## src/rtl/perf_counter_controller_pkg.sv

```systemverilog
// Shared widths, register map and types for the event-counter controller.
// Imported by the counter slice and the top level.
package perf_pkg;

    localparam int PRFC_WIDTH = 48;

    typedef logic [PRFC_WIDTH-1:0] prfc_value_t;

    localparam logic [5:0] CR_EVENT_SEL_BASE = 6'h00;
    localparam logic [5:0] CR_COUNT_LO_BASE  = 6'h10;
    localparam logic [5:0] CR_COUNT_HI_BASE  = 6'h20;
    localparam logic [5:0] CR_CTRL           = 6'h30;
    localparam logic [5:0] CR_OVF_STATUS     = 6'h31;

endpackage

```

## src/rtl/perf_counter_controller_if.sv

```systemverilog
// Control-register port: strobed read/write requests and registered read return.
// The CR unit is the master; the counter controller is the slave.
interface perf_counter_controller_if;
    logic        cr_write_en;
    logic        cr_read_en;
    logic [5:0]  cr_addr;
    logic [31:0] cr_write_data;
    logic [31:0] cr_read_data;
    logic        cr_read_valid;

    modport master (
        output cr_write_en, cr_read_en, cr_addr, cr_write_data,
        input  cr_read_data, cr_read_valid
    );

    modport slave (
        input  cr_write_en, cr_read_en, cr_addr, cr_write_data,
        output cr_read_data, cr_read_valid
    );
endinterface

```

## src/rtl/perf_event_counter.sv

```systemverilog
// One 48-bit counter slice: event select register, event mux, increment with clear priority, wrap detect.
// Latency: increment visible the edge after the selected event; wrap_o is combinational for that edge.
// Backpressure: none, every event pulse is counted.
module perf_event_counter
    import perf_pkg::*;
#(
    parameter int NUM_EVENTS = 16,
    parameter int SEL_W      = $clog2(NUM_EVENTS)
) (
    input  logic                  clk,
    input  logic                  reset_n,
    input  logic                  en_i,
    input  logic [NUM_EVENTS-1:0] event_i,
    input  logic                  sel_we_i,
    input  logic [31:0]           sel_wdata_i,
    input  logic                  clr_i,
    output logic [SEL_W-1:0]      sel_o,
    output prfc_value_t           count_o,
    output logic                  wrap_o
);

    logic [SEL_W-1:0] sel_q, sel_d;
    logic             sel_ok_q, sel_ok_d;
    prfc_value_t      count_q, count_d;
    logic             inc;

    // The full write value is range-checked so selects >= NUM_EVENTS never count,
    // even when they alias an in-range value in the stored SEL_W bits.
    always_comb begin
        sel_d    = sel_q;
        sel_ok_d = sel_ok_q;
        if (sel_we_i) begin
            sel_d    = sel_wdata_i[SEL_W-1:0];
            sel_ok_d = (sel_wdata_i < 32'(NUM_EVENTS));
        end
    end

    assign inc = en_i && sel_ok_q && event_i[sel_q];

    always_comb begin
        count_d = count_q;
        if (clr_i) begin
            count_d = '0;
        end else if (inc) begin
            count_d = count_q + prfc_value_t'(1);
        end
    end

    assign wrap_o  = inc && !clr_i && (&count_q);
    assign sel_o   = sel_q;
    assign count_o = count_q;

    always_ff @(posedge clk or negedge reset_n) begin
        if (!reset_n) begin
            sel_q    <= '0;
            sel_ok_q <= 1'b1;
            count_q  <= '0;
        end else begin
            sel_q    <= sel_d;
            sel_ok_q <= sel_ok_d;
            count_q  <= count_d;
        end
    end

endmodule

```

## src/rtl/perf_counter_controller.sv

```systemverilog
// Perf-counter controller: CR decode, CTRL, shadow-high, read pipeline; PERF_OVERFLOW_INT_EN adds OVF_STATUS + irq.
// Latency: reads return one cycle after cr_read_en; counters update the edge after an event.
// Backpressure: none, reads and writes are accepted every cycle.
module perf_counter_controller
    import perf_pkg::*;
#(
    parameter int NUM_EVENTS   = 16,
    parameter int NUM_COUNTERS = 4
) (
    input  logic                    clk,
    input  logic                    reset_n,
    input  logic [NUM_EVENTS-1:0]   perf_event,
    perf_counter_controller_if.slave cr,
    output logic                    perf_overflow_int
);

    localparam int SEL_W = $clog2(NUM_EVENTS);

    logic [SEL_W-1:0]        sel   [NUM_COUNTERS];
    prfc_value_t             count [NUM_COUNTERS];
    logic [NUM_COUNTERS-1:0] wrap;
    logic [NUM_COUNTERS-1:0] sel_we;
    logic [NUM_COUNTERS-1:0] cnt_clr;

    logic        ctrl_en_q, ctrl_en_d;
    logic [15:0] shadow_hi_q, shadow_hi_d;
    logic        rd_vld_q;
    logic [31:0] rd_dat_q, rd_dat_d;
    logic        wr_ctrl, clr_all;

    assign wr_ctrl   = cr.cr_write_en && (cr.cr_addr == CR_CTRL);
    assign clr_all   = wr_ctrl && cr.cr_write_data[1];
    assign ctrl_en_d = wr_ctrl ? cr.cr_write_data[0] : ctrl_en_q;

    for (genvar i = 0; i < NUM_COUNTERS; i++) begin : g_cnt
        assign sel_we[i]  = cr.cr_write_en && (cr.cr_addr == CR_EVENT_SEL_BASE + 6'(i));
        assign cnt_clr[i] = clr_all || (cr.cr_write_en &&
                            ((cr.cr_addr == CR_COUNT_LO_BASE + 6'(i)) ||
                             (cr.cr_addr == CR_COUNT_HI_BASE + 6'(i))));

        perf_event_counter #(
            .NUM_EVENTS (NUM_EVENTS),
            .SEL_W      (SEL_W)
        ) u_cnt (
            .clk         (clk),
            .reset_n     (reset_n),
            .en_i        (ctrl_en_q),
            .event_i     (perf_event),
            .sel_we_i    (sel_we[i]),
            .sel_wdata_i (cr.cr_write_data),
            .clr_i       (cnt_clr[i]),
            .sel_o       (sel[i]),
            .count_o     (count[i]),
            .wrap_o      (wrap[i])
        );
    end

`ifdef PERF_OVERFLOW_INT_EN
    logic [NUM_COUNTERS-1:0] ovf_q, ovf_d;
    logic                    ovf_int_q;

    // A wrap in the same cycle as a write-1-clear keeps the bit set.
    always_comb begin
        ovf_d = ovf_q;
        if (cr.cr_write_en && (cr.cr_addr == CR_OVF_STATUS)) begin
            ovf_d = ovf_q & ~cr.cr_write_data[NUM_COUNTERS-1:0];
        end
        ovf_d = ovf_d | wrap;
    end

    always_ff @(posedge clk or negedge reset_n) begin
        if (!reset_n) begin
            ovf_q     <= '0;
            ovf_int_q <= 1'b0;
        end else begin
            ovf_q     <= ovf_d;
            ovf_int_q <= |ovf_q;
        end
    end

    assign perf_overflow_int = ovf_int_q;
`else
    wire unused_wrap = |wrap;

    assign perf_overflow_int = 1'b0;
`endif

    // Read mux sees pre-edge state, so a read paired with a write or an increment returns the old value.
    always_comb begin
        rd_dat_d    = '0;
        shadow_hi_d = shadow_hi_q;
        for (int i = 0; i < NUM_COUNTERS; i++) begin
            if (cr.cr_addr == CR_EVENT_SEL_BASE + 6'(i)) begin
                rd_dat_d = 32'(sel[i]);
            end
            if (cr.cr_addr == CR_COUNT_LO_BASE + 6'(i)) begin
                rd_dat_d = count[i][31:0];
                if (cr.cr_read_en) begin
                    shadow_hi_d = count[i][47:32];
                end
            end
            if (cr.cr_addr == CR_COUNT_HI_BASE + 6'(i)) begin
                rd_dat_d = {16'h0000, shadow_hi_q};
            end
        end
        if (cr.cr_addr == CR_CTRL) begin
            rd_dat_d = {31'h0, ctrl_en_q};
        end
`ifdef PERF_OVERFLOW_INT_EN
        if (cr.cr_addr == CR_OVF_STATUS) begin
            rd_dat_d = 32'(ovf_q);
        end
`endif
    end

    always_ff @(posedge clk or negedge reset_n) begin
        if (!reset_n) begin
            ctrl_en_q   <= 1'b0;
            shadow_hi_q <= '0;
            rd_vld_q    <= 1'b0;
            rd_dat_q    <= '0;
        end else begin
            ctrl_en_q   <= ctrl_en_d;
            shadow_hi_q <= shadow_hi_d;
            rd_vld_q    <= cr.cr_read_en;
            if (cr.cr_read_en) begin
                rd_dat_q <= rd_dat_d;
            end
        end
    end

    assign cr.cr_read_valid = rd_vld_q;
    assign cr.cr_read_data  = rd_dat_q;

endmodule

```

## src/flat_wrapper.sv

```systemverilog
// flat-port wrapper written by rule: the top's interface ports become plain ports
module perf_counter_controller_flat import perf_pkg::*;
#(
    parameter int NUM_EVENTS   = 16,
    parameter int NUM_COUNTERS = 4
)
  (clk, reset_n, perf_event, perf_overflow_int, cr_cr_write_en, cr_cr_read_en, cr_cr_addr, cr_cr_write_data, cr_cr_read_data, cr_cr_read_valid);
  perf_counter_controller_if cr_i ();
  input  logic clk;
  input  logic reset_n;
  input  logic [NUM_EVENTS-1:0] perf_event;
  output logic perf_overflow_int;
  input wire logic [$bits(cr_i.cr_write_en)-1:0] cr_cr_write_en;
  input wire logic [$bits(cr_i.cr_read_en)-1:0] cr_cr_read_en;
  input wire logic [$bits(cr_i.cr_addr)-1:0] cr_cr_addr;
  input wire logic [$bits(cr_i.cr_write_data)-1:0] cr_cr_write_data;
  output wire logic [$bits(cr_i.cr_read_data)-1:0] cr_cr_read_data;
  output wire logic [$bits(cr_i.cr_read_valid)-1:0] cr_cr_read_valid;
  assign cr_i.cr_write_en = cr_cr_write_en;
  assign cr_i.cr_read_en = cr_cr_read_en;
  assign cr_i.cr_addr = cr_cr_addr;
  assign cr_i.cr_write_data = cr_cr_write_data;
  assign cr_cr_read_data = cr_i.cr_read_data;
  assign cr_cr_read_valid = cr_i.cr_read_valid;
  perf_counter_controller #(.NUM_EVENTS(NUM_EVENTS), .NUM_COUNTERS(NUM_COUNTERS)) u_core (.clk(clk), .reset_n(reset_n), .perf_event(perf_event), .cr(cr_i), .perf_overflow_int(perf_overflow_int));
endmodule
```

## config.mk

```make
export PLATFORM = sky130hd
export DESIGN_NAME = perf_counter_controller_flat
export DESIGN_NICKNAME = d
export VERILOG_FILES = /design/src/rtl/perf_counter_controller_pkg.sv /design/src/rtl/perf_counter_controller_if.sv /design/src/rtl/perf_event_counter.sv /design/src/rtl/perf_counter_controller.sv /design/src/flat_wrapper.sv
export SDC_FILE = /design/constraint.sdc
export NUM_CORES = 1
export LEC_CHECK = 0
export ABC_AREA = 1
export BUFFER_PORTS_ARGS = -buffer_cell sky130_fd_sc_hd__buf_2
export CAP_MARGIN = 25
export CORE_MARGIN = 1.5
export CORE_UTILIZATION = 30
export CTS_BUF_LIST = sky130_fd_sc_hd__clkbuf_8
export CTS_CLUSTER_DIAMETER = 200
export DETAILED_ROUTE_END_ITERATION = 10
export PLACE_DENSITY = 0.47
export SLEW_MARGIN = 0
export SYNTH_ARGS = -nofsm -noshare
export SYNTH_HDL_FRONTEND = slang
export SYNTH_SLANG_ARGS = --single-unit
```

## constraint.sdc

```tcl
create_clock -name clk -period 4.2 [get_ports clk]
set_input_delay 0.63 -clock clk [delete_from_list [all_inputs] [get_ports clk]]
set_output_delay 0.63 -clock clk [all_outputs]
set_load 0.05 [all_outputs]
```

Word-level counts from Yosys, hierarchy flattened
Index checks and enable logic that the tools add are counted.

Add/sub/neg operators: 4. Shift operators: 0. Divide/modulo/power cells: 0. Magnitude comparators: 5. Equality and inequality tests: 12. Multiply operators: 0. Bitwise gates (word level): 0. Muxes and demuxes: 37. Reductions and logical operators: 31.

Operators with widths (count): two-way mux 32 bit (12); two-way mux 48 bit (8); adder 48 x 1 -> 48 bit (second input constant) (4); two-way mux 16 bit (8); < comparator 32 x 5 -> 1 bit (second input constant) (1); equality test 6 bit (second input constant) (5); equality test 6 x 5 -> 1 bit (second input constant) (4); < comparator 4 x 5 -> 1 bit (second input constant) (4); logical AND 1 bit (18); binary-select mux 1 bit (select 4 bit) (4); equality test 6 x 2 -> 1 bit (second input constant) (2); logical OR 1 bit (8); nonzero test 2 bit (4); equality test 6 x 1 -> 1 bit (second input constant) (1); logical NOT 6 bit (1); two-way mux 1 bit (4); two-way mux 4 bit (1).

Flip-flop bits (word level): 262. Latch bits: 0. Logic and storage cells: 105. Bits in writable memories: 0. Bits in read-only memories: 0. Memories: 0.

Longest topological paths before layout
Gate-level depths: netlist (run 1).

Word-level depth: 14. Depth in mapped cells: 14. Gate-level depth less buffers: 14.

Hierarchy
A second synthesis (run 1) with hierarchy kept.

Cell total of the unflattened synthesis: 3323. Area total of the unflattened synthesis: 20841.2 um^2.

By module, submodules not included: perf_event_counter (times used 4, area an instance 4190.3 um^2, cells an instance 674); perf_counter_controller (times used 1, area an instance 4080.2 um^2, cells an instance 627).

Worst setup path after synthesis (run 1)
OpenSTA, ideal clock, no wires.

Kind: input port to flip-flop. Start: input cr_cr_addr[3]. End: register u_core.g_cnt[2].u_cnt.count_q[5]. Required time: 4.083 ns. Data arrival time: 2.009 ns. Path slack: 2.074 ns. Stages: 12. Path buffers: 2. Setup time: 0.117 ns. Path through: nor2_4 -> nand2_2 -> nor2_4 -> nor2_1 -> o21ai_4 -> inv_2 -> nand2_2 -> inv_2 -> buf_6 -> buf_2 -> nand2_1 -> nand2_1.

Cells in the longest elaborated chain, start to end: 5. Elaborated cells between the ends (all ways): 10.

RTL lines: start: declaration (RTL line flat_wrapper.sv:15) `input wire logic [$bits(cr_i.cr_addr)-1:0] cr_cr_addr;`; equality test 6 bit (tied with other cells) (RTL line perf_counter_controller.sv:31) `assign wr_ctrl = cr.cr_write_en && (cr.cr_addr == CR_CTRL);`; logical AND 1 bit / logical OR 1 bit (equally long branches) (RTL line perf_counter_controller.sv:31, perf_counter_controller.sv:38); logical AND 1 bit, on equally long branches (RTL line perf_counter_controller.sv:32, perf_counter_controller.sv:37); logical OR 1 bit (*) (RTL line perf_counter_controller.sv:37) `assign cnt_clr[i] = clr_all || (cr.cr_write_en &&`; two-way mux 48 bit / nonzero test 2 bit (equally long branches); end signal: assignment (RTL line perf_event_counter.sv:61) `count_q <= count_d;`; end: declaration (RTL line perf_event_counter.sv:24) `prfc_value_t count_q, count_d;`.

Every way passes the cells marked *; elsewhere a longest branch is shown, timed or not. A chain may end at the register's enable or synchronous reset.

Final worst setup path (run 1)
Start: register u_core.g_cnt[3].u_cnt.sel_q[0]. End: register u_core.g_cnt[3].u_cnt.count_q[26].

Cells in the longest elaborated chain, start to end: 4.

RTL lines: start: declaration (RTL line perf_event_counter.sv:22) `logic [SEL_W-1:0] sel_q, sel_d;`; start signal: assignment (RTL line perf_event_counter.sv:59) `sel_q <= sel_d;`; binary-select mux 1 bit (select 4 bit) (RTL line perf_event_counter.sv:38) `assign inc = en_i && sel_ok_q && event_i[sel_q];`; two-way mux 1 bit (implied by the code) (RTL line perf_event_counter.sv:38); logical AND 1 bit (RTL line perf_event_counter.sv:38); nonzero test 2 bit (no source line); end signal: assignment (RTL line perf_event_counter.sv:61); end: declaration (RTL line perf_event_counter.sv:24).

Every way passes these cells. The select of a mux whose other input is x is not followed.

==> results, run 1 <==
- The max-cap violation count is 0.
- In this run the number of H-tree levels came out at 2.
- The number of global-route vias before repair is about 18000.
- After clock tree synthesis, the clock-pin slew on the worst setup and hold paths is approximately 0.06 ns.
- In this run the post-CTS setup repair buffer count came out at 0.
- The path type of the worst min-delay path is input pin to async pin.
- The post-route antenna net violation count is 0.
- The cell at the root of the clock tree is sky130_fd_sc_hd__clkbuf_8.
- The headroom to the max-slew limit is 0.350.
- Using the TritonRoute via totals, the vias-per-cell ratio works out to around 5.2.
- The synthesis warning total is 0.
- 0 antenna diodes ended up in the layout.
- The post-synthesis share of cell area spent on xor and xnor gates is 0.0774.
- For the worst setup path, the data required time is between 4 and 5 ns.
- The cell accounting for the most synthesized area is sky130_fd_sc_hd__dfrtp_1.
- The transition time at the pin with the least slew margin is between 0.9 and 1 ns.
- The total half-perimeter wirelength after legalization and detailed placement is 58700 um.
- The floorplan die width is approximately 250 um.
- The deepest clock path buffer count is 3.
- Synthesis produced a netlist whose cell count is approximately 2800.
- The initial utilization of the core area, before any placement, comes to 0.304.
- The sequential fraction of the synthesis area is 0.358.
- Based on the critical path, the design can be clocked at up to around 0.36 GHz.
- Across the routed clock network, the largest skew measured is about 0.024 ns.
- The die outline height is around 250 um.
- The number of clock buffers inserted by TritonCTS is 54.
- The DRC marker count from the first detailed-route iteration is ~1700.
- Summed over all layers, the routed wires come to between 70000 and 80000 um.
- The adder-cell share of the synthesized area is 0.00273.
- The count of endpoints failing hold in the final timing report was 0.
- For this run, the detailed router's first-pass iteration total came to 6.
- After synthesis, the cell types taking the most area are sky130_fd_sc_hd__dfrtp_1 (35%), sky130_fd_sc_hd__nand2_1 (18%), sky130_fd_sc_hd__nor2_1 (8.6%).
- The synthesis-to-layout area growth is 12.3%.
- The largest family of logic cells by synthesized area is simple AND/OR/NAND/NOR gates.
- The run finished with clean final reports.
- The static leakage is approximately 9.4 nW.
- Setup repair after global routing left no endpoint under its margin.
- The core region is 60400 um^2.
- Summed over all layers, the global routing overflow is 0.
- The largest net degree at the start of global routing is 101.
- The mux cell area share after synthesis is 0.
- The clock tree from TritonCTS is yes.
- The final max-slew violation count is 0.
- The category of the worst setup path launch point is a register.
- The mapped netlist covers about 18000 um^2.
- Of the cells placed in the final design, the portion with a size suffix greater than 1 is 0.0863.
- The weighted congestion at the end of routability-driven global placement is 0.975.
- The detailed router placed 19100 vias in this run.
- After synthesis the netlist holds a flip-flop and latch count of 262.
- The fraction of post-synthesis cell area in the top cell type by area is 0.352.
- In the final routed layout, each cell accounts on average for 20.6 um.
- After the last flow step, the layout net total stands at between 2000 and 3000.
- The first-pass GRT wire length is about 110000 um.
- The total number of clock tree sinks is about 260.
- The floorplan step defined a die boundary enclosing around 63000 um^2.
- The number of setup violations in the final report is 0.
- In the finished design, the share of the clock period the worst path needs comes to 0.665.
- In this run the tool buffered the top-level ports with 90 buffer cells.
- Summed over all failing endpoints, the final setup total negative slack is 0 ns.
- The most used flip-flop cell after synthesis is sky130_fd_sc_hd__dfrtp_1.
- The top-level port count is between 90 and 100.
- The worst path in the final design needs a cycle of approximately 2.8 ns, including I/O delays and setup.
- The number of antenna violations at the first check in global routing is 0.
- The setup path with the least slack is of type register to register.
- The compound-gate portion of the synthesized area is 0.120.
- Data on the critical path arrives at its endpoint at about 3.4 ns.
- The peak supply drop is 0.182 mV.
- The number of hold buffers added after CTS was 0.
- The final routed DRC violation total is 0.
- The post-cts gate resize count is 0.
- The ratio of total power to cell area is around 400 nW/um^2.
- The mean cell area of the mapped netlist is 6.54 um^2.
- The later pin in the worst-skew pair is clocked with a latency of approximately 0.69 ns.
- Of the total synthesized cell area, the portion taken by AND, OR, NAND and NOR gates is 0.370.
- The number of rows created at floorplan is 90.
- The total nets after synthesis is ~2900.
- Counting distinct cell types in the post-synthesis netlist gives 40.
- The combined global-route utilization of all metal layers is 0.240.
- STA classifies the critical path endpoint as a register.
- The design draws 8.23 mW.
- The final-layout fill cell count is 6729.
- The fraction of synthesis flops using an asynchronous set or reset pin is 1.00.
- Yosys mapped a number of flops with a built-in enable equal to 0.
- Of all nets on the critical path, the largest fanout is 40.
[path summary, 6_finish.rpt]
path	cells after the start	to	slack, ns	start
worst max-delay path	10	u_core.g_cnt[3].u_cnt.count_o[26]	1.41	u_core.g_cnt[3].u_cnt.sel_o[0]
worst min-delay path	1	u_core.g_cnt[2].u_cnt.sel_o[0]	0.04	reset_n
worst max register to register	10	u_core.g_cnt[3].u_cnt.count_o[26]	1.41	u_core.g_cnt[3].u_cnt.sel_o[0]
worst min register to register	2	u_core.cr.cr_read_data[9]	0.48	u_core.cr.cr_read_data[9]
max in group asynchronous	2	u_core.g_cnt[2].u_cnt.count_o[26]	3.08	reset_n
min in group clk	1	u_core.cr.cr_read_valid	0.21	cr_cr_read_en
[cell usage in the layout (no fill, tap or decap), types with 3 or more instances in the layout]
master,instances
sky130_fd_sc_hd__a22oi_1,8
sky130_fd_sc_hd__nand3_1,163
sky130_fd_sc_hd__nor2_2,6
sky130_fd_sc_hd__nand2_1,898
sky130_fd_sc_hd__a21o_1,3
sky130_fd_sc_hd__or2_2,10
sky130_fd_sc_hd__nor2_4,4
sky130_fd_sc_hd__buf_2,89
sky130_fd_sc_hd__dfstp_2,4
sky130_fd_sc_hd__nor2_1,420
sky130_fd_sc_hd__o21ai_1,31
sky130_fd_sc_hd__o211ai_1,30
sky130_fd_sc_hd__inv_1,201
sky130_fd_sc_hd__inv_2,11
sky130_fd_sc_hd__nand4_1,40
sky130_fd_sc_hd__nor4_1,7
sky130_fd_sc_hd__o221ai_1,14
sky130_fd_sc_hd__nor3_1,99
sky130_fd_sc_hd__xnor2_1,8
sky130_fd_sc_hd__a21oi_1,109
sky130_fd_sc_hd__dfrtp_1,258
sky130_fd_sc_hd__o21ai_4,3
sky130_fd_sc_hd__o21ai_0,189
sky130_fd_sc_hd__nand2_2,5
sky130_fd_sc_hd__buf_4,20
sky130_fd_sc_hd__xor2_1,154
sky130_fd_sc_hd__clkbuf_8,71
sky130_fd_sc_hd__clkinv_2,14
sky130_fd_sc_hd__ha_1,4
sky130_fd_sc_hd__o22ai_1,7
[area by class of cell]
class                   count  area [um^2]  area share
clock buffers              71          977      0.0475
clock inverters            26          183     0.00887
inverters                 205          769      0.0374
multi-input cells        2221        10500       0.508
flip-flops and latches    262         6560       0.319
well taps                 782          978      0.0475
repair buffers            113          666      0.0323
[synthesized netlist by cell type, types with 7 or more instances]
master and count:
sky130_fd_sc_hd__nor2_1 420, sky130_fd_sc_hd__or2_2 10, sky130_fd_sc_hd__xor2_1 154, sky130_fd_sc_hd__nor3_1 99, sky130_fd_sc_hd__a21oi_1 110, sky130_fd_sc_hd__xnor2_1 8, sky130_fd_sc_hd__dfrtp_1 258, sky130_fd_sc_hd__buf_2 40
sky130_fd_sc_hd__nor4_1 7, sky130_fd_sc_hd__o221ai_1 14, sky130_fd_sc_hd__o21ai_1 31, sky130_fd_sc_hd__nand4_1 40, sky130_fd_sc_hd__o22ai_1 7, sky130_fd_sc_hd__nand2_1 898, sky130_fd_sc_hd__inv_1 194, sky130_fd_sc_hd__o21ai_0 189
sky130_fd_sc_hd__nand3_1 163, sky130_fd_sc_hd__a22oi_1 8, sky130_fd_sc_hd__buf_4 16, sky130_fd_sc_hd__clkbuf_1 55, sky130_fd_sc_hd__o211ai_1 30, sky130_fd_sc_hd__inv_2 11
[through the flow]
stage                     utilization  cell area [um^2]  hold WS, ns  setup slack (ns)  std cells
after floorplan                     -             18300        0.334              2.07       2802
after global placement          0.322             19400        0.463             0.996       3582
after detailed placement        0.322             19400        0.465             0.924       3583
after CTS                       0.341             20600       0.0599              1.37       3680
after global routing            0.341             20600       0.0936              1.06       3680
final                           0.341             20600       0.0400              1.41       3680
[critical path, stage by stage, from the launching register on]
cell and delay (ns):
sky130_fd_sc_hd__dfrtp_1 0.68, sky130_fd_sc_hd__a21oi_1 0.13, sky130_fd_sc_hd__o21ai_0 0.09, sky130_fd_sc_hd__nand3_1 0.11
sky130_fd_sc_hd__nand3_1 0.08, sky130_fd_sc_hd__nand2_1 0.12, sky130_fd_sc_hd__nand3_1 0.34, sky130_fd_sc_hd__nand2_2 0.33
sky130_fd_sc_hd__inv_2 0.62, sky130_fd_sc_hd__nand2_1 0.09, sky130_fd_sc_hd__o21ai_1 0.10
[routing by layer]
layer | part of all wire | vias to the layer above | track usage
met5 | 0 | - | 0
met4 | 0.032 | 0 | 0.0776
met3 | 0.068 | 115 | 0.0398
met2 | 0.43 | 701 | 0.360
met1 | 0.47 | 9083 | 0.350
li1 | - | 9164 | -
[kinds of logic after synthesis]
family,Yosys count
and+or+nand+nor,1656
xor gates and xnor gates,162
DFF,262
buffers and inverters,319
adders and majority gates,4
other,1
AOI/OAI and AO/OA,398
[flip-flops by register name (all words and copies together) (netlist names)]
name / flops
u_core.shadow_hi_q: 16
u_core.g_cnt.u_cnt.sel_o: 16
u_core.ctrl_en_q: 1
u_core.g_cnt.u_cnt.sel_ok_q: 4
u_core.cr.cr_read_data: 32
u_core.g_cnt.u_cnt.count_o: 192
u_core.cr.cr_read_valid: 1
[report_power, final]
group	switching (mW)	leakage, nW	internal [mW]	total, mW
Combinational	1.21	5.43	0.529	1.74
Clock	1.33	0.637	1.64	2.96
Sequential	0.624	3.34	2.90	3.52
Note: power is estimated with default switching activity, not from simulation.
==> inputs of run 2 (changes only) <==
- PLACE_DENSITY: 0.47 -> 0.48
- clock period: 4.2 -> 2.35 ns (I/O delays scaled with it)
==> results, run 2 (synthesized netlist as in run 1, its figures left out) <==
- The top-level port count is around 90.
- The category of the worst setup path launch point is a register.
- The first routing iteration left about 1800 violations.
- The count of H-tree levels built during CTS is 2.
- Adding up every negative setup slack in the final design gives 0 ns.
- The worst setup path is of the register to register kind.
- The floorplan step defined a die boundary enclosing approximately 63000 um^2.
- Clock skew on the completed layout was measured at about 0.040 ns.
- The element type at the critical path end is a register.
- The deepest clock path buffer count is 3.
- Compared with the post-synthesis result, the final layout area differs by 16.5%.
- The first-pass detailed-route iteration total is 5.
- The headroom to the max-slew limit is 0.553.
- The worst hold path begins at cr_cr_write_data[3].
- The summed area of non-filler cells in the final layout is around 21000 um^2.
- Of the total power, the share spent switching nets is 0.393.
- Dividing the final minimum period by the clock period gives 0.915.
- The count of buffers inserted at the top-level ports is 90.
- Using the TritonRoute via totals, the vias-per-cell ratio works out to between 5 and 6.
- In this run the power spent charging and discharging nets is approximately 5.7 mW.
- TritonCTS built the clock tree.
- The register with the most flip-flops in the layout has around 190 of them.
- Including well taps, the total number of placed cells is between 3000 and 4000.
- The number of rows created at floorplan is 90.
- The commonest non-fill, non-tap cell in the layout is sky130_fd_sc_hd__nand2_1.
- The peak supply drop is 0.357 mV.
- The die outline height is 250 um.
- Summing all placed instances gives a cell area of about 20000 um^2.
- The count of endpoints failing hold in the final timing report is 0.
- The number of cells in the finished layout apart from fillers is between 3000 and 4000.
- The total number of nets in the final design is 3005.
- Once layout is complete, the utilization of the core stands at 0.354.
- The total routed wirelength is around 80000 um.
- Clock latency on the worst-skew pair, taken at its later pin, is 0.67 ns.
- The static leakage is roughly 9.9 nW.
- Hold timing on the final database bottoms out at a slack of roughly 0.090 ns.
- The largest net degree at the start of global routing is 58.
- Across every metal layer, demand over resource in global routing totals 0.255.
- Leaving out fill and tap cells, the most frequent cells in the layout are sky130_fd_sc_hd__nand2_1 (898), sky130_fd_sc_hd__nor2_1 (420), sky130_fd_sc_hd__dfrtp_1 (256), sky130_fd_sc_hd__inv_1 (214), sky130_fd_sc_hd__o21ai_0 (189).
- Setup violations remaining at the end of the flow were counted as 0.
- The path type of the worst min-delay path is input pin to register.
- The detailed-route wire length per cell is 21.3 um.
- The number of antenna violations at the first check in global routing came to 1.
- The number of global-route vias before repair is approximately 19000.
- After global routing the overflow that remains totals 0.
- The worst hold path was traced through 3 stages.
- Setup repair after global routing left no endpoint under its margin.
- In this run the critical register-to-register path is launched from u_core.g_cnt[3].u_cnt.count_o[16].
- The least setup slack across all paths after layout is around 0.20 ns.
- The share of power burned in the clock network is 0.328.
- The final-layout fill cell count is approximately 6600.
- The sink of the worst hold path is u_core.g_cnt[2].u_cnt.sel_o[3].
- The top fanout value on the critical path is 5.
- The worst register-to-register path has a setup slack of approximately 0.2 ns.
- The post-route antenna net violation count is 0.
- The run finished with clean final reports.
- The area of the placeable core is 60400 um^2.
- Counting every sink on the clock net gives roughly 260.
- The number of cell instances on the worst register-to-register path is 9.
- The first-pass GRT wire length is 121000 um.
- The register clock-pin slew on the reported worst setup and hold paths is 0.06 ns.
- The data arrival time of the critical path is ~2.7 ns.
- The worst register-to-register path ends at u_core.g_cnt[3].u_cnt.count_o[42].
- The time the worst path needs with I/O delays and setup is between 2 and 2.5 ns.
- The share of total power dissipated in combinational logic is 0.231.
- The worst endpoint required time is 2.93 ns.
- Of the total power, registers draw 0.441.
- The worst slack at placement is roughly 0.046 ns.
- The final max-slew violation count is 0.
- The weighted congestion at the end of routability-driven global placement is a little over 1.
- Of the cells placed in the final design, the portion with a size suffix greater than 1 is 0.108.
- The final routed DRC violation total is 0.
- The floorplan die width is 250 um.
- After legalization and detailed placement, the total HPWL measured 62800 um.
- The starting utilization of the core area is 0.304.
- The final route contains about 20000 vias.
- The number of clock buffers inserted by TritonCTS is 52.
- The cell-internal power is ~8.8 mW.
- The fmax is around 0.47 GHz.
- The ratio of total power to cell area is approximately 680 nW/um^2.
- The cell at the root of the clock tree is sky130_fd_sc_hd__clkbuf_8.
- The max-cap violation count is 0.
- The transition time at the pin with the least slew margin is around 0.67 ns.
- The number of setup buffers added after CTS is 0.
- The total power of the final layout is 14.5 mW.
[run 2: final cells by class]
| type | instances | area, um^2 | area share |
|---|---|---|---|
| multi-input combinational | 2221 | 10500 | 0.489 |
| sequential | 262 | 6560 | 0.307 |
| timing repair buffer | 201 | 1550 | 0.0725 |
| tap | 782 | 978 | 0.0458 |
| clock buffer | 66 | 908 | 0.0425 |
| inverter | 205 | 769 | 0.0360 |
| clock inverter | 29 | 133 | 0.00621 |
| antenna | 1 | 2.50 | 0.000117 |
[run 2: timing repair]
action	in CTS	in global routing
hold endpoints to repair	91	0
setup endpoints to repair	0	45
gates resized for setup	0	3
hold buffers	2	0
[run 2: power by group through the flow]
stage / Sequential [mW] / Clock, mW / Combinational [mW]
after floorplan: 5.91 / 0 / 2.02
after CTS: 6.32 / 4.90 / 3.31
after global routing: 6.42 / 5.09 / 3.69
after global placement: 6.38 / 0 / 3.25
final: 6.38 / 4.74 / 3.34
after detailed placement: 6.39 / 0 / 3.29
[run 2: worst max path at each step]
stage                                                 start                                end  slack, ns  depth (start not counted)
final                     u_core.g_cnt[3].u_cnt.count_o[16]  u_core.g_cnt[3].u_cnt.count_o[42]       0.20                          9
after global routing         u_core.g_cnt[3].u_cnt.sel_o[0]   u_core.g_cnt[3].u_cnt.count_o[1]      0.005                         10
after CTS                    u_core.g_cnt[3].u_cnt.sel_o[1]   u_core.g_cnt[3].u_cnt.count_o[1]       0.14                         11
after detailed placement                      cr_cr_addr[3]         u_core.cr.cr_read_data[17]       0.05                         10
after global placement                        cr_cr_addr[3]         u_core.cr.cr_read_data[17]       0.02                         10
after floorplan                               cr_cr_addr[3]   u_core.g_cnt[2].u_cnt.count_o[5]       0.50                         12
[run 2: routing by layer]
layer | part of all wire | GRT usage | vias to the layer above | routed length (um)
li1 | - | - | 9348 | -
met1 | 0.45 | 0.356 | 9365 | 35800
met2 | 0.45 | 0.410 | 734 | 36300
met3 | 0.069 | 0.0326 | 130 | 5490
met4 | 0.031 | 0.0790 | 0 | 2480
met5 | 0 | 0 | - | 0
[run 2: worst max-delay path, cell delays in order (launching register included)]
cell and delay, ns:
sky130_fd_sc_hd__dfrtp_1 0.59, sky130_fd_sc_hd__nand2_1 0.12, sky130_fd_sc_hd__nor3_1 0.27, sky130_fd_sc_hd__nand2_1 0.12
sky130_fd_sc_hd__nor2_1 0.28, sky130_fd_sc_hd__nand3_1 0.26, sky130_fd_sc_hd__xor2_1 0.21, sky130_fd_sc_hd__nor2_1 0.10
sky130_fd_sc_hd__nand2_1 0.05, sky130_fd_sc_hd__o21ai_0 0.07
==> inputs of run 3 (changes only) <==
- CTS_BUF_LIST: sky130_fd_sc_hd__clkbuf_8 -> sky130_fd_sc_hd__clkbuf_4
==> results, run 3 (synthesized netlist as in run 1, its figures left out) <==
- The run finished with clean final reports.
- The worst endpoint required time is roughly 3.1 ns.
- After clock tree synthesis, the clock-pin slew on the worst setup and hold paths is 0.06 ns.
- The headroom to the max-slew limit is 0.541.
- Detailed routing inserted a total of around 20000 vias.
- In this run the tool buffered the top-level ports with 90 buffer cells.
- The wire length on met1 is 36700 um.
- Before CTS, the worst setup slack after placement is 0.0460 ns.
- The post-CTS repair timing setup buffer count is 0.
- The largest net degree at the start of global routing is 58.
- The total power of the final layout is 14.5 mW.
- The family of cells with the greatest summed delay on the critical path is buffers and inverters.
- The first-pass detailed-route iteration total is 6.
- Routability-driven placement finished with a final weighted congestion of ~1.0.
- Max-cap violations in this run came to 0.
- The clock tree from TritonCTS is yes.
- The average via count per standard cell is approximately 5.2.
- The library cells used most frequently in the layout, excluding fill and tap cells, are sky130_fd_sc_hd__nand2_1 (898), sky130_fd_sc_hd__nor2_1 (420), sky130_fd_sc_hd__dfrtp_1 (256), sky130_fd_sc_hd__inv_1 (194), sky130_fd_sc_hd__o21ai_0 (189).
- The number of global-route vias before repair is 19200.
- Power spread over the standard cell area amounts to a little under 700 nW/um^2.
- The number of antenna violations at the first check in global routing came to 3.
- The area growth from synthesis to layout is 17.4%.
- The time the worst path needs with I/O delays and setup is around 2.2 ns.
- In this run the worst path has a maximum fanout of 3.
- The flip-flop count of the largest register, all copies and words added is roughly 190.
- The total half-perimeter wirelength after legalization and detailed placement is ~63000 um.
- The sum of met2 wire segment lengths after detailed routing is approximately 37000 um.
- The total routed wirelength is 81000 um.
- The clock passes through at most 3 buffers.
- The final max-slew violation count is 0.
- The top-level port count is slightly above 90.
- For this configuration, the core starts out at a cell density of 0.304.
- The most repeated library cell on the critical path is sky130_fd_sc_hd__dlygate4sd3_1.
- Setup violations remaining at the end of the flow were counted as 0.
- Summing all placed instances gives a cell area of approximately 20000 um^2.
- Once layout is complete, the utilization of the core stands at 0.357.
- The first-pass GRT wire length is 122000 um.
- The count of H-tree levels built during CTS is 3.
- Summing all non-filler instances in the final layout gives an area of 21500 um^2.
- The fmax is between 0.4 and 0.5 GHz.
- The routed design uses between 5000 and 6000 um of met3 wire.
- On the worst path, the slowest cell contributes a delay of about 0.7 ns.
- The peak supply drop is between 0.2 and 0.3 mV.
- Setup repair after global routing left no endpoint under its margin.
- The number of placed cells counting well taps is about 3700.
- STA classifies the critical path startpoint as an input pin.
- The maximum clock skew at final layout is 0.0579 ns.
- Dividing the detail-routed wire length by the instance count gives ~21 um.
- The total overflow reported by the global router is 0.
- The setup path with the least slack is of type input pin to register.
- The count of endpoints failing hold in the final timing report is 0.
- The path type of the worst min-delay path is input pin to register.
- The final-layout fill cell count is 6691.
- Summing all flip-flop and latch instances after layout gives 6560 um^2.
- The post-route fraction of the period consumed by the critical path is 0.938.
- The smallest hold slack is approximately 0.22 ns.
- From bottom edge to top edge, the die measures between 200 and 300 um.
- In the final layout, the share of cells above drive strength 1 is 0.125.
- The number of cells in the finished layout apart from fillers is approximately 3800.
- Counting the buffers created by CTS gives 85.
- Walking the worst path, the cells encountered are dlygate4sd3_1 -> buf_2 -> nor4_1 -> dlygate4sd3_1 -> nand4_1 -> dlygate4sd3_1 -> o21ai_0.
- The post-route antenna net violation count is 0.
- The cell at the root of the clock tree is sky130_fd_sc_hd__clkbuf_4.
- At the pin with the least slew margin, the transition time is between 0.6 and 0.7 ns.
- On the critical path, the stage with the largest delay is an instance of sky130_fd_sc_hd__dlygate4sd3_1.
- The number of rows created at floorplan is 90.
- The combined global-route utilization of all metal layers is 0.259.
- The total number of clock tree sinks is ~260.
- The library cell used most frequently in the layout, excluding fill and tap cells, is sky130_fd_sc_hd__nand2_1.
- The total number of nets in the final design is between 3000 and 4000.
- The critical path contains buffers and inverters numbering 4 combined.
- The least setup slack across all paths after layout is around 0.15 ns.
- In this run, the number of DRC markers left after iteration 0 of detailed routing was 1774.
- The die covers 62600 um^2.
- The area of the placeable core is a little over 60000 um^2.
- Setup total negative slack on the finished layout was measured at 0 ns.
- The die is approximately 250 um wide.
- For this run, design rule violations remaining after detail routing come to 0.
- The insertion delay of the later-clocked pin in the worst-skew pair is roughly 0.88 ns.
- The highest metal layer used by the detailed router is met4.
- The combined area of the multi-input logic cells is ~10000 um^2.
- STA classifies the critical path endpoint as a register.
- The data arrival time of the critical path is approximately 3 ns.
- In this run the static leakage power is approximately 10 nW.
## run 3: routing by layer
metal / track usage / vias to the layer above
met5: 0 / -
met4: 0.0790 / 0
met3: 0.0414 / 151
li1: - / 9469
met2: 0.412 / 695
met1: 0.359 / 9500
## run 3: worst paths after layout
kind	start	to	slack, ns	cells past startpoint
setup / recovery	cr_cr_write_data[7]	u_core.g_cnt[2].u_cnt.sel_ok_q	0.15	7
max in group asynchronous	reset_n	u_core.g_cnt[3].u_cnt.count_o[7]	1.20	4
min in group asynchronous	reset_n	u_core.cr.cr_read_data[2]	0.51	3
hold / removal	perf_event[0]	u_core.g_cnt[1].u_cnt.count_o[0]	0.22	7
setup reg to reg	u_core.g_cnt[3].u_cnt.count_o[16]	u_core.g_cnt[3].u_cnt.count_o[42]	0.17	9
hold reg to reg	u_core.cr.cr_read_data[29]	u_core.cr.cr_read_data[29]	0.50	2
## run 3: tightest hold or removal path, cell delays in order
cell and delay [ns]:
sky130_fd_sc_hd__buf_2 0.14, sky130_fd_sc_hd__o21ai_0 0.08, sky130_fd_sc_hd__nand2_1 0.06, sky130_fd_sc_hd__o211ai_1 0.07
sky130_fd_sc_hd__nand2_1 0.13, sky130_fd_sc_hd__nand3_1 0.08, sky130_fd_sc_hd__o21ai_0 0.14
## run 3: cell type report
| cell class | instances | share of cell area |
|---|---|---|
| Antenna cell | 4 | 0.000465 |
| Clock buffer | 123 | 0.0429 |
| Clock inverter | 26 | 0.00581 |
| Inverter | 205 | 0.0358 |
| Multi-Input combinational cell | 2221 | 0.486 |
| Sequential cell | 262 | 0.305 |
| Tap cell | 782 | 0.0455 |
| Timing Repair Buffer | 215 | 0.0790 |
## run 3: timing repair
action	4_1_cts	5_1_grt
setup endpoints to repair	0	45
hold endpoints to repair	283	0
resized for setup	0	3
hold buffers	16	0
## run 3: power breakdown
group | total, mW | switching [mW] | internal (mW)
Combinational | 3.37 | 2.29 | 1.08
Clock | 4.74 | 2.34 | 2.40
Sequential | 6.38 | 1.19 | 5.18
Total | 14.5 | 5.82 | 8.67
